==> config.mk <==
export PLATFORM = sky130hd
export DESIGN_NAME = instruction_fetch
export DESIGN_NICKNAME = d
export VERILOG_FILES = /design/src/rtl/fetch_pkg.sv /design/src/rtl/fetch_fifo.sv /design/src/rtl/instruction_fetch.sv
export SDC_FILE = /design/constraint.sdc
export NUM_CORES = 1
export LEC_CHECK = 0
export BUFFER_PORTS_ARGS = -buffer_cell sky130_fd_sc_hd__buf_2
export CORE_ASPECT_RATIO = 0.9
export CORE_MARGIN = 2
export CORE_UTILIZATION = 59
export DETAILED_ROUTE_END_ITERATION = 7
export HOLD_SLACK_MARGIN = 0.15
export PLACE_DENSITY = 0.95
export RECOVER_POWER = 50
export SETUP_SLACK_MARGIN = 0.5
export SLEW_MARGIN = 20
export SYNTH_ARGS = -nofsm -noshare
export SYNTH_HDL_FRONTEND = slang
export SYNTH_SLANG_ARGS = --single-unit
==> constraint.sdc <==
create_clock -name clk -period 11.5 [get_ports clk]
set_input_delay 0.575 -clock clk [delete_from_list [all_inputs] [get_ports clk]]
set_output_delay 0.575 -clock clk [all_outputs]
set_load 0.1 [all_outputs]
==> src/rtl/fetch_pkg.sv <==
// Shared types for the instruction fetch unit: FSM states and FIFO entry layout.
package fetch_pkg;

    localparam int unsigned INSN_BYTES = 4;
    localparam int unsigned INST_W     = 32;

    typedef enum logic [1:0] {
        IDLE,
        RUN,
        FAULT
    } fetch_state_t;

    typedef struct packed {
        logic [31:0]       pc;
        logic [INST_W-1:0] inst;
    } fetch_entry_t;

endpackage

==> src/rtl/fetch_fifo.sv <==
// Small synchronous FIFO of fetch entries with count-based full/empty and flush.
module fetch_fifo
    import fetch_pkg::*;
#(
    parameter int unsigned DEPTH = 2
) (
    input  logic         clk,
    input  logic         rst,
    input  logic         flush,
    input  logic         push,
    input  fetch_entry_t push_data,
    input  logic         pop,
    output fetch_entry_t head,
    output logic         empty,
    output logic         full
);

    localparam int unsigned PTR_W = $clog2(DEPTH);

    logic [PTR_W-1:0] wr_ptr;
    logic [PTR_W-1:0] rd_ptr;
    logic [PTR_W:0]   count;
    fetch_entry_t     mem [DEPTH];

    always_ff @(posedge clk or negedge rst) begin
        if (!rst) begin
            wr_ptr <= '0;
            rd_ptr <= '0;
            count  <= '0;
        end else if (flush) begin
            wr_ptr <= '0;
            rd_ptr <= '0;
            count  <= '0;
        end else begin
            if (push) wr_ptr <= wr_ptr + PTR_W'(1);
            if (pop)  rd_ptr <= rd_ptr + PTR_W'(1);
            unique case ({push, pop})
                2'b10:   count <= count + (PTR_W+1)'(1);
                2'b01:   count <= count - (PTR_W+1)'(1);
                default: count <= count;
            endcase
        end
    end

    // Storage needs no reset; the top masks the head while empty.
    always_ff @(posedge clk) begin
        if (push) mem[wr_ptr] <= push_data;
    end

    assign head  = mem[rd_ptr];
    assign empty = (count == '0);
    assign full  = (count == (PTR_W+1)'(DEPTH));

endmodule

==> src/rtl/instruction_fetch.sv <==
// PC generator and fetch buffer feeding decode; redirects flush the buffer.
// Optional FETCH_FAULT_EN adds a sticky FAULT state for bad or out-of-range PCs.
module instruction_fetch
    import fetch_pkg::*;
#(
    parameter int unsigned MEM_SIZE  = 128,
    parameter int unsigned WORD_SIZE = 32,
    parameter int unsigned BUF_DEPTH = 2,
    parameter logic [31:0] RESET_PC  = 32'h0,
    localparam int unsigned ADDR_W   = $clog2(MEM_SIZE)
) (
    input  logic                 clk,
    input  logic                 rst,
    input  logic                 start,
    input  logic                 redirect_valid,
    input  logic [31:0]          redirect_pc,
    output logic [ADDR_W-1:0]    imem_addr,
    input  logic [WORD_SIZE-1:0] imem_data,
    output logic                 inst_valid,
    input  logic                 inst_ready,
    output logic [WORD_SIZE-1:0] inst_data,
    output logic [31:0]          inst_pc,
    output logic                 fetch_fault
);

    fetch_state_t state;
    logic [31:0]  pc;
    logic         fetch_fault_q;

    logic         fifo_empty;
    logic         fifo_full;
    logic         push;
    logic         pop;
    logic         flush;
    logic         take_redirect;
    logic         redirect_bad;
    logic         seq_bad;
    logic [31:0]  redirect_target;
    fetch_entry_t push_entry;
    fetch_entry_t head_entry;

    assign redirect_target = redirect_pc & ~32'h3;

`ifdef FETCH_FAULT_EN
    localparam logic [31:0] PC_LIMIT = 32'(MEM_SIZE * INSN_BYTES);

    assign redirect_bad = (redirect_pc[1:0] != 2'b00) || (redirect_pc >= PC_LIMIT);
    assign seq_bad      = (pc >= PC_LIMIT);
`else
    assign redirect_bad = 1'b0;
    assign seq_bad      = 1'b0;
`endif

    assign take_redirect = redirect_valid && (state != FAULT);
    // A rejected redirect leaves the buffer intact so queued entries can drain.
    assign flush = take_redirect && !redirect_bad;
    assign pop   = !fifo_empty && inst_ready;
    assign push  = (state == RUN) && !redirect_valid && !seq_bad && (!fifo_full || pop);

    assign push_entry.pc   = pc;
    assign push_entry.inst = INST_W'(imem_data);

    always_ff @(posedge clk or negedge rst) begin
        if (!rst) begin
            state         <= IDLE;
            pc            <= RESET_PC;
            fetch_fault_q <= 1'b0;
        end else if (take_redirect) begin
            if (redirect_bad) begin
                state         <= FAULT;
                fetch_fault_q <= 1'b1;
            end else begin
                pc <= redirect_target;
            end
        end else begin
            case (state)
                IDLE: begin
                    if (start) state <= RUN;
                end
                RUN: begin
                    if (seq_bad) begin
                        state         <= FAULT;
                        fetch_fault_q <= 1'b1;
                    end else if (push) begin
                        pc <= pc + 32'(INSN_BYTES);
                    end
                end
                default: ;
            endcase
        end
    end

    fetch_fifo #(
        .DEPTH (BUF_DEPTH)
    ) u_fifo (
        .clk       (clk),
        .rst       (rst),
        .flush     (flush),
        .push      (push),
        .push_data (push_entry),
        .pop       (pop),
        .head      (head_entry),
        .empty     (fifo_empty),
        .full      (fifo_full)
    );

    assign imem_addr   = pc[ADDR_W+1:2];
    assign inst_valid  = !fifo_empty;
    assign inst_data   = fifo_empty ? '0 : WORD_SIZE'(head_entry.inst);
    assign inst_pc     = fifo_empty ? '0 : head_entry.pc;
    assign fetch_fault = fetch_fault_q;

endmodule
==> metrics.txt, run 1 <==
# TYPE chip_impl_metric gauge
chip_impl_info{name="worstSetupStartpointType",value="flop"} 1
chip_impl_metric{name="synthesis.yosys.warnings",unit=""} 0
chip_impl_metric{name="vdd_drop_max",unit="V"} 0.0001273
chip_impl_metric{name="cts_h_tree_depth",unit=""} 4
chip_impl_info{name="hold_end",value="u_fifo.mem[0][9]"} 1
chip_impl_metric{name="finalHoldWorstSlack",unit="ns"} 0.3484
chip_impl_metric{name="share_clk_of_total_power",unit=""} 0.343
chip_impl_metric{name="number_of_global_route_vias_before_repair",unit=""} 4600
chip_impl_metric{name="detail_route.vias_per_cell",unit=""} 5.750
chip_impl_metric{name="tritoncts.num_buffers",unit=""} 17
chip_impl_metric{name="post-route-drc-count",unit=""} 0
chip_impl_info{name="timing.critical_path.to_type",value="output port"} 1
chip_impl_metric{name="port_buffers",unit=""} 136
chip_impl_metric{name="x_dimension_of_the_die",unit="um"} 117.2
chip_impl_metric{name="synthDistinctLibCells",unit=""} 42
chip_impl_info{name="worst_r2r_startpoint",value="u_fifo.count[0]"} 1
chip_impl_metric{name="design.final.nets",unit=""} 709
chip_impl_metric{name="pwr-share-seq",unit=""} 0.414
chip_impl_metric{name="period_minus_slack",unit="ns"} 4.483
chip_impl_metric{name="grt_antenna_before_repair",unit=""} 1
chip_impl_metric{name="tightestPinTransition",unit="ns"} 2.065
chip_impl_metric{name="hold_buffer_count_at_cts",unit=""} 0
chip_impl_metric{name="finish.instance_area",unit="um2"} 8145
chip_impl_metric{name="setup_viol_count_final",unit=""} 0
chip_impl_metric{name="power_leakage",unit="nW"} 3.066
chip_impl_metric{name="achievable-frequency",unit="MHz"} 223.1
chip_impl_metric{name="area.growth.synth_to_final",unit="%"} 19.65
chip_impl_metric{name="top_level_ports",unit=""} 142
chip_impl_metric{name="postRouteAntennaNets",unit=""} 0
chip_impl_metric{name="synth.avg_cell_area",unit="um2"} 13.17
chip_impl_metric{name="grt_first_pass_wirelength",unit="um"} 22340
chip_impl_info{name="hold_path.class",value="in -> reg"} 1
chip_impl_metric{name="synth_enable_flop_cells",unit=""} 124
chip_impl_metric{name="hold-path-cell-count",unit=""} 1
chip_impl_metric{name="power_density_over_cell_area",unit="nW/um2"} 212.7
chip_impl_info{name="worstSetupPathType",value="reg -> out"} 1
chip_impl_metric{name="routed_via_count",unit=""} 4646
chip_impl_metric{name="gpl.final_weighted_congestion",unit=""} 0.8296
chip_impl_metric{name="timing.max_slew.rel_slack",unit=""} -0.3766
chip_impl_metric{name="global_route.overflow_total",unit=""} 0
chip_impl_metric{name="cts_setup_buffers",unit=""} 0
chip_impl_metric{name="power.combinational.fraction",unit=""} 0.243
chip_impl_info{name="unrepaired_setup_endpoints_after_global_routing",value="false"} 1
chip_impl_metric{name="fp.coreArea",unit="um2"} 11340
chip_impl_metric{name="cell_internal_pwr",unit="mW"} 1.134
chip_impl_info{name="timing.hold.worst.start",value="imem_data[9]"} 1
chip_impl_metric{name="synthesis.instances",unit=""} 517
chip_impl_metric{name="synth_top_cell_area_share",unit=""} 0.5470
chip_impl_metric{name="r2r_slack",unit="ns"} 7.80
chip_impl_metric{name="pin_count_of_the_biggest_net_entering_global_routing",unit=""} 64
chip_impl_metric{name="max-clock-path-buffers",unit=""} 2
chip_impl_info{name="synth_top_cell_by_area",value="sky130_fd_sc_hd__edfxtp_1"} 1
chip_impl_metric{name="post_route_cells_drive_above_1_share",unit=""} 0.2331
chip_impl_metric{name="crit_required",unit="ns"} 10.93
chip_impl_metric{name="clkTransAtPathRegs",unit="ns"} 0.06
chip_impl_metric{name="diodes",unit=""} 0
chip_impl_metric{name="worst_skew_late_latency",unit="ns"} 0.41
chip_impl_metric{name="reg2reg_depth",unit=""} 6
chip_impl_metric{name="final_slew_viol_count",unit=""} 85
chip_impl_metric{name="clock_sink_count",unit=""} 159
chip_impl_metric{name="initialDrtViolationCount",unit=""} 494
chip_impl_info{name="critical_path.reg2reg.endpoint",value="u_fifo.rd_ptr"} 1
chip_impl_metric{name="totalNegativeSetupSlack",unit="ns"} 0
chip_impl_metric{name="avgRoutedWirePerCell",unit="um"} 17.81
chip_impl_metric{name="initial_core_util",unit=""} 0.6002
chip_impl_metric{name="fraction_of_synthesis_flops_using_an_asynchronous_set_or_reset_pin",unit=""} 0.2201
chip_impl_info{name="yosysMostFrequentCell",value="sky130_fd_sc_hd__edfxtp_1"} 1
chip_impl_metric{name="dieHeight",unit="um"} 105.9
chip_impl_info{name="run_status",value="finished with violations"} 1
chip_impl_metric{name="seq_area_frac_synth",unit=""} 0.6756
chip_impl_info{name="postSynth.topFlopCell",value="sky130_fd_sc_hd__edfxtp_1"} 1
chip_impl_info{name="clock-root-buffer",value="sky130_fd_sc_hd__clkbuf_16"} 1
chip_impl_info{name="yosys-top-cells-area",value="sky130_fd_sc_hd__edfxtp_1 (55%), sky130_fd_sc_hd__dfrtp_1 (13%), sky130_fd_sc_hd__mux2i_1 (9.3%)"} 1
chip_impl_metric{name="fp.dieArea",unit="um2"} 12420
chip_impl_metric{name="swShare",unit=""} 0.3453
chip_impl_metric{name="fillers",unit=""} 762
chip_impl_info{name="synth.cells.most_frequent",value="sky130_fd_sc_hd__edfxtp_1 (124), sky130_fd_sc_hd__nor2_1 (84), sky130_fd_sc_hd__mux2i_1 (63)"} 1
chip_impl_metric{name="drv.max_cap_violation_count",unit=""} 2
chip_impl_info{name="cts_tree",value="done"} 1
chip_impl_metric{name="synthesis.area",unit="um2"} 6808
chip_impl_metric{name="data_arrival_time_of_the_critical_path",unit="ns"} 3.91
chip_impl_metric{name="hold_viol",unit=""} 0
chip_impl_metric{name="final.setup_skew",unit="ns"} 0.01037
chip_impl_metric{name="area_of_placed_instances",unit="um2"} 7545
chip_impl_metric{name="layout_worst_path_cycle_share",unit=""} 0.3898
chip_impl_metric{name="worstPathMaxFanout",unit=""} 48
chip_impl_metric{name="power_switching",unit="uW"} 598.4
chip_impl_metric{name="flip_flop_and_latch_count_after_synthesis",unit=""} 159
chip_impl_metric{name="grt_use_total",unit=""} 0.2402
chip_impl_metric{name="hpwl",unit="um"} 9076
chip_impl_metric{name="ctsResizeCount",unit=""} 0
chip_impl_metric{name="drt-total-wl",unit="um"} 14390
chip_impl_metric{name="dr.pass1.iters",unit=""} 5
chip_impl_metric{name="floorplan.rows",unit=""} 37
chip_impl_info{name="violations",value="max-capacitance violations, max-slew violations"} 1
-- power groups by stage --
stage               logic (mW)  clock network [mW]  registers [mW]
floorplan                0.365                   0           0.708
global route             0.441               0.624           0.724
detailed placement       0.422                   0           0.729
finish                   0.421               0.594           0.718
CTS                      0.424               0.601           0.718
global placement         0.416                   0           0.724
-- cells in the final DEF, fill, tap and decap left out, drive strengths merged, types with 2 or more instances in the layout --
cell / n
clkinv: 4
nand4: 7
buf: 115
clkbuf: 46
o31ai: 12
o41ai: 2
and3: 6
and4: 4
nor4: 5
or3: 3
conb: 3
nor2: 84
nor3b: 3
edfxtp: 124
or4b: 2
xor2: 7
dfrtp: 35
inv: 3
a21oi: 3
or4: 17
a31oi: 16
o211ai: 2
nand2: 29
bufinv: 4
mux2i: 63
o21ai: 14
nand3: 21
xnor2: 4
clkinvlp: 3
-- worst max-delay path, stage by stage (launching register included) --
cell and delay (ns):
sky130_fd_sc_hd__dfrtp_1 0.46, sky130_fd_sc_hd__nor2_1 0.88, sky130_fd_sc_hd__clkbuf_1 1.54, sky130_fd_sc_hd__inv_1 0.19, sky130_fd_sc_hd__buf_2 0.39
-- how the worst max path moves through the flow --
stage                          from  cells after the start  slack, ns           endpoint
floorplan                inst_ready                      4       5.28   u_fifo.mem[1][0]
CTS                   u_fifo.rd_ptr                      3       8.48      inst_data[25]
detailed placement       inst_ready                      5       8.88   u_fifo.mem[1][6]
global route        u_fifo.count[0]                      4       6.63         inst_valid
global placement         inst_ready                      5       8.95  u_fifo.mem[1][29]
finish              u_fifo.count[0]                      4       7.02         inst_valid
-- flip-flops by register name, summed over array words and instances (netlist names) --
register,cells
state,1
u_fifo.wr_ptr,1
u_fifo.mem,124
u_fifo.count,2
u_fifo.rd_ptr,1
pc,30
-- stage by stage --
stage,setup WS [ns],instances,power [mW],utilization
floorplan,5.278,519,1.073,-
global route,6.634,808,1.789,0.7181
global placement,8.947,776,1.140,0.6652
detailed placement,8.881,776,1.151,0.6652
CTS,8.477,808,1.743,0.7218
finish,7.017,808,1.733,0.7181
-- kinds of logic after synthesis --
logic type,share of synthesized area
xor+xnor,0.01415
buf+inv,0.03014
fa+ha+maj,0.001838
simple gates,0.1351
compound gates,0.04999
mux,0.09263
other cells,0.0005508
flops,0.6756
-- cell type report --
cell class	count	area [um2]	share of cell area
clock buffers	22	484.2	0.05945
clock inverters	10	157.7	0.01935
inverters	4	15.01	0.001843
multi-input cells	318	2021	0.2481
flip-flops and latches	159	4603	0.5651
well taps	156	195.2	0.02396
repair buffers	139	669.4	0.08218
-- metal layers --
metal | vias to the layer above | GRT usage | part of all wire
met5 | - | 0 | 0.00090
met4 | 2 | 0.07983 | 0.014
li1 | 2165 | - | -
met2 | 227 | 0.3945 | 0.51
met3 | 21 | 0.07298 | 0.079
met1 | 2231 | 0.3053 | 0.39
(Power assumes the default switching activity.)
==> inputs of run 2 (changes only) <==
--- a/config.mk
+++ b/config.mk
@@ -8,10 +8,10 @@
 export BUFFER_PORTS_ARGS = -buffer_cell sky130_fd_sc_hd__buf_2
 export CORE_ASPECT_RATIO = 0.9
 export CORE_MARGIN = 2
-export CORE_UTILIZATION = 59
+export CORE_UTILIZATION = 55
 export DETAILED_ROUTE_END_ITERATION = 7
 export HOLD_SLACK_MARGIN = 0.15
-export PLACE_DENSITY = 0.95
+export PLACE_DENSITY = 0.9
 export RECOVER_POWER = 50
 export SETUP_SLACK_MARGIN = 0.5
 export SLEW_MARGIN = 20
==> constraint.sdc (replaced) <==
create_clock -name clk -period 4.3 [get_ports clk]
set_input_delay 0.215 -clock clk [delete_from_list [all_inputs] [get_ports clk]]
set_output_delay 0.215 -clock clk [all_outputs]
set_load 0.1 [all_outputs]
==> run 2 against run 1 <==
  * The flow still finishes with violations (max-capacitance violations, max-slew violations)
  * Cell area up 7.6%
  * Clock power rose to 2.5 times the previous value
  * Non-clock buffer count increased by 65
  * Utilization up 0.77 points
  * Sequential cell count unchanged
  * Wire length rose by 5.0%
  * Sequential power grew to 2.7 times the previous value
  * Largest cell class unchanged
  * Die area increased by 7.0%
==> metrics.txt, run 2 (synthesis results as in run 1) <==
# TYPE chip_impl_metric gauge
chip_impl_metric{name="pin_count_of_the_biggest_net_entering_global_routing",unit=""} 64
chip_impl_metric{name="max_reg_flops",unit=""} 124
chip_impl_info{name="critical_path.reg2reg.endpoint",value="u_fifo.mem[1][49]"} 1
chip_impl_info{name="layout_top_registers",value="u_fifo.mem (124), pc (30), u_fifo.count (2)"} 1
chip_impl_metric{name="postRouteAntennaNets",unit=""} 0
chip_impl_metric{name="gpl.final_weighted_congestion",unit=""} 0.8073
chip_impl_metric{name="area.growth.synth_to_final",unit="%"} 28.76
chip_impl_info{name="timing.hold.worst.start",value="imem_data[16]"} 1
chip_impl_info{name="final_cell_mix",value="sky130_fd_sc_hd__edfxtp_1 (124), sky130_fd_sc_hd__buf_2 (101), sky130_fd_sc_hd__nor2_1 (83)"} 1
chip_impl_metric{name="hold-path-cell-count",unit=""} 2
chip_impl_info{name="cts_tree",value="done"} 1
chip_impl_metric{name="pwr-share-seq",unit=""} 0.417
chip_impl_metric{name="power.combinational.fraction",unit=""} 0.255
chip_impl_metric{name="detail_route.vias_per_cell",unit=""} 5.599
chip_impl_metric{name="totalNegativeSetupSlack",unit="ns"} 0
chip_impl_metric{name="cell_internal_pwr",unit="mW"} 3.000
chip_impl_metric{name="post-route-drc-count",unit=""} 0
chip_impl_metric{name="globalRouteMet3Util",unit=""} 0.05965
chip_impl_metric{name="hold_viol",unit=""} 0
chip_impl_metric{name="routed_via_count",unit=""} 4910
chip_impl_metric{name="r2r_slack",unit="ns"} 1.80
chip_impl_metric{name="power_leakage",unit="nW"} 3.299
chip_impl_metric{name="power_switching",unit="mW"} 1.610
chip_impl_metric{name="hpwl",unit="um"} 8999
chip_impl_metric{name="finalHoldWorstSlack",unit="ns"} 0.5313
chip_impl_metric{name="final_slew_viol_count",unit=""} 72
chip_impl_metric{name="drt-total-wl",unit="um"} 15110
chip_impl_metric{name="fp.dieArea",unit="um2"} 13290
chip_impl_metric{name="clkTransAtPathRegs",unit="ns"} 0.06
chip_impl_metric{name="fp.coreArea",unit="um2"} 12080
chip_impl_metric{name="initial_core_util",unit=""} 0.5637
chip_impl_info{name="hold_path.class",value="in -> reg"} 1
chip_impl_metric{name="worst_skew_late_latency",unit="ns"} 0.42
chip_impl_metric{name="grt_antenna_before_repair",unit=""} 0
chip_impl_metric{name="timing.max_slew.rel_slack",unit=""} -0.3596
chip_impl_metric{name="grt_first_pass_wirelength",unit="um"} 23450
chip_impl_metric{name="final.setup_skew",unit="ns"} 0.01713
chip_impl_metric{name="initialDrtViolationCount",unit=""} 571
chip_impl_info{name="worst_setup_path_endpoint",value="pc[31]"} 1
chip_impl_metric{name="design.final.nets",unit=""} 774
chip_impl_metric{name="tritoncts.num_buffers",unit=""} 17
chip_impl_metric{name="tightestPinTransition",unit="ns"} 2.039
chip_impl_metric{name="ctsResizeCount",unit=""} 0
chip_impl_metric{name="data_arrival_time_of_the_critical_path",unit="ns"} 3.20
chip_impl_metric{name="crit_required",unit="ns"} 4.58
chip_impl_metric{name="number_of_global_route_vias_before_repair",unit=""} 4801
chip_impl_metric{name="period_minus_slack",unit="ns"} 2.923
chip_impl_metric{name="swShare",unit=""} 0.3493
chip_impl_metric{name="diodes",unit=""} 0
chip_impl_metric{name="drv.max_cap_violation_count",unit=""} 2
chip_impl_info{name="layout.cells.most_common",value="sky130_fd_sc_hd__edfxtp_1"} 1
chip_impl_metric{name="floorplan.rows",unit=""} 38
chip_impl_metric{name="global_route.overflow_total",unit=""} 0
chip_impl_info{name="unrepaired_setup_endpoints_after_global_routing",value="false"} 1
chip_impl_metric{name="dieHeight",unit="um"} 109.5
chip_impl_metric{name="x_dimension_of_the_die",unit="um"} 121.3
chip_impl_metric{name="setup_viol_count_final",unit=""} 0
chip_impl_metric{name="max-clock-path-buffers",unit=""} 2
chip_impl_metric{name="layout.area.seq",unit="um2"} 4603
chip_impl_info{name="max_flop_register",value="u_fifo.mem"} 1
chip_impl_metric{name="worstPathMaxFanout",unit=""} 38
chip_impl_metric{name="dr.pass1.iters",unit=""} 5
chip_impl_metric{name="post_route_cells_drive_above_1_share",unit=""} 0.1953
chip_impl_metric{name="cts_h_tree_depth",unit=""} 4
chip_impl_metric{name="layout_worst_path_cycle_share",unit=""} 0.6797
chip_impl_metric{name="achievable-frequency",unit="MHz"} 342.1
chip_impl_metric{name="port_buffers",unit=""} 136
chip_impl_info{name="violations",value="max-capacitance violations, max-slew violations"} 1
chip_impl_info{name="worstSetupPathType",value="in -> reg"} 1
chip_impl_metric{name="share_clk_of_total_power",unit=""} 0.328
chip_impl_metric{name="reg2reg_depth",unit=""} 4
chip_impl_metric{name="power_density_over_cell_area",unit="nW/um2"} 525.9
chip_impl_info{name="grt_most_used_layer",value="met2"} 1
chip_impl_info{name="clock-root-buffer",value="sky130_fd_sc_hd__clkbuf_16"} 1
chip_impl_info{name="timing.critical_path.to_type",value="flop"} 1
chip_impl_info{name="crit_start",value="redirect_valid"} 1
chip_impl_metric{name="use_met2",unit=""} 0.4089
chip_impl_metric{name="global_route_track_usage_on_met1",unit=""} 0.2855
chip_impl_info{name="worst_r2r_startpoint",value="u_fifo.count[1]"} 1
chip_impl_metric{name="fillers",unit=""} 816
chip_impl_metric{name="grt_use_total",unit=""} 0.2344
chip_impl_metric{name="total_area_of_multi_input_combinational_cells",unit="um2"} 2036
chip_impl_metric{name="avgRoutedWirePerCell",unit="um"} 17.23
chip_impl_info{name="run_status",value="finished with violations"} 1
chip_impl_metric{name="vdd_drop_max",unit="V"} 0.0002582
chip_impl_metric{name="top_level_ports",unit=""} 142
chip_impl_info{name="worstSetupStartpointType",value="input port"} 1
chip_impl_metric{name="clock_sink_count",unit=""} 159
[run 2: cell types whose count changed in the layout (fill, tap and decap cells not counted), moves of 2 or more]
cell	previous run	this run
sky130_fd_sc_hd__clkinv_2	3	6
sky130_fd_sc_hd__clkbuf_1	25	36
sky130_fd_sc_hd__dlygate4sd3_1	0	65
sky130_fd_sc_hd__clkinv_1	1	3
sky130_fd_sc_hd__buf_2	112	101
sky130_fd_sc_hd__clkbuf_8	4	0
sky130_fd_sc_hd__nor3b_2	2	0
[run 2: metal layers]
metal | part of all wire | vias up
li1 | - | 2303
met1 | 0.40 | 2362
met2 | 0.52 | 223
met3 | 0.062 | 22
met4 | 0.016 | 0
met5 | 0 | -
[run 2: what timing repair did]
item / 4_1_cts / 5_1_grt
buffers inserted: 0 / 0
endpoints found under the hold margin: 132 / 0
hold buffers: 65 / 0
[run 2: worst min path at each step]
stage / endpoint / slack, ns
floorplan: pc[10] / -0.08
global placement: pc[24] / 0.34
detailed placement: pc[25] / 0.36
CTS: u_fifo.wr_ptr / 0.31
global route: u_fifo.mem[1][30] / 0.52
finish: u_fifo.mem[0][16] / 0.53
[run 2: worst max-delay path, cell delays in order]
cell and delay, ns:
sky130_fd_sc_hd__clkbuf_1 1.09, sky130_fd_sc_hd__clkinv_1 1.32, sky130_fd_sc_hd__o311ai_0 0.42, sky130_fd_sc_hd__nand4_1 0.15
[run 2: metrics by stage]
stage,power (mW),cell area [um2],instances,util,setup WS [ns]
2_1_floorplan,2.865,6838,519,-,1.183
3_3_place_gp,3.057,7562,780,0.6262,1.922
3_5_place_dp,3.082,7562,780,0.6262,1.872
4_1_cts,4.638,8815,877,0.7299,1.537
5_1_grt,4.779,8766,877,0.7259,1.122
6_report,4.610,8766,877,0.7259,1.377
[run 2: area by class of cell]
cell class | count | share of cell area
clock inverter | 14 | 0.01970
multi-input combinational | 318 | 0.2322
tap | 160 | 0.02284
timing repair buffer | 204 | 0.1494
inverter | 4 | 0.001713
sequential | 159 | 0.5251
clock buffer | 18 | 0.04896
[run 2: power groups by stage]
stage	registers [mW]	logic, mW	clock network [mW]
global placement	1.94	1.12	0
floorplan	1.88	0.980	0
global route	1.94	1.23	1.61
detailed placement	1.95	1.13	0
CTS	1.92	1.18	1.53
finish	1.92	1.18	1.51
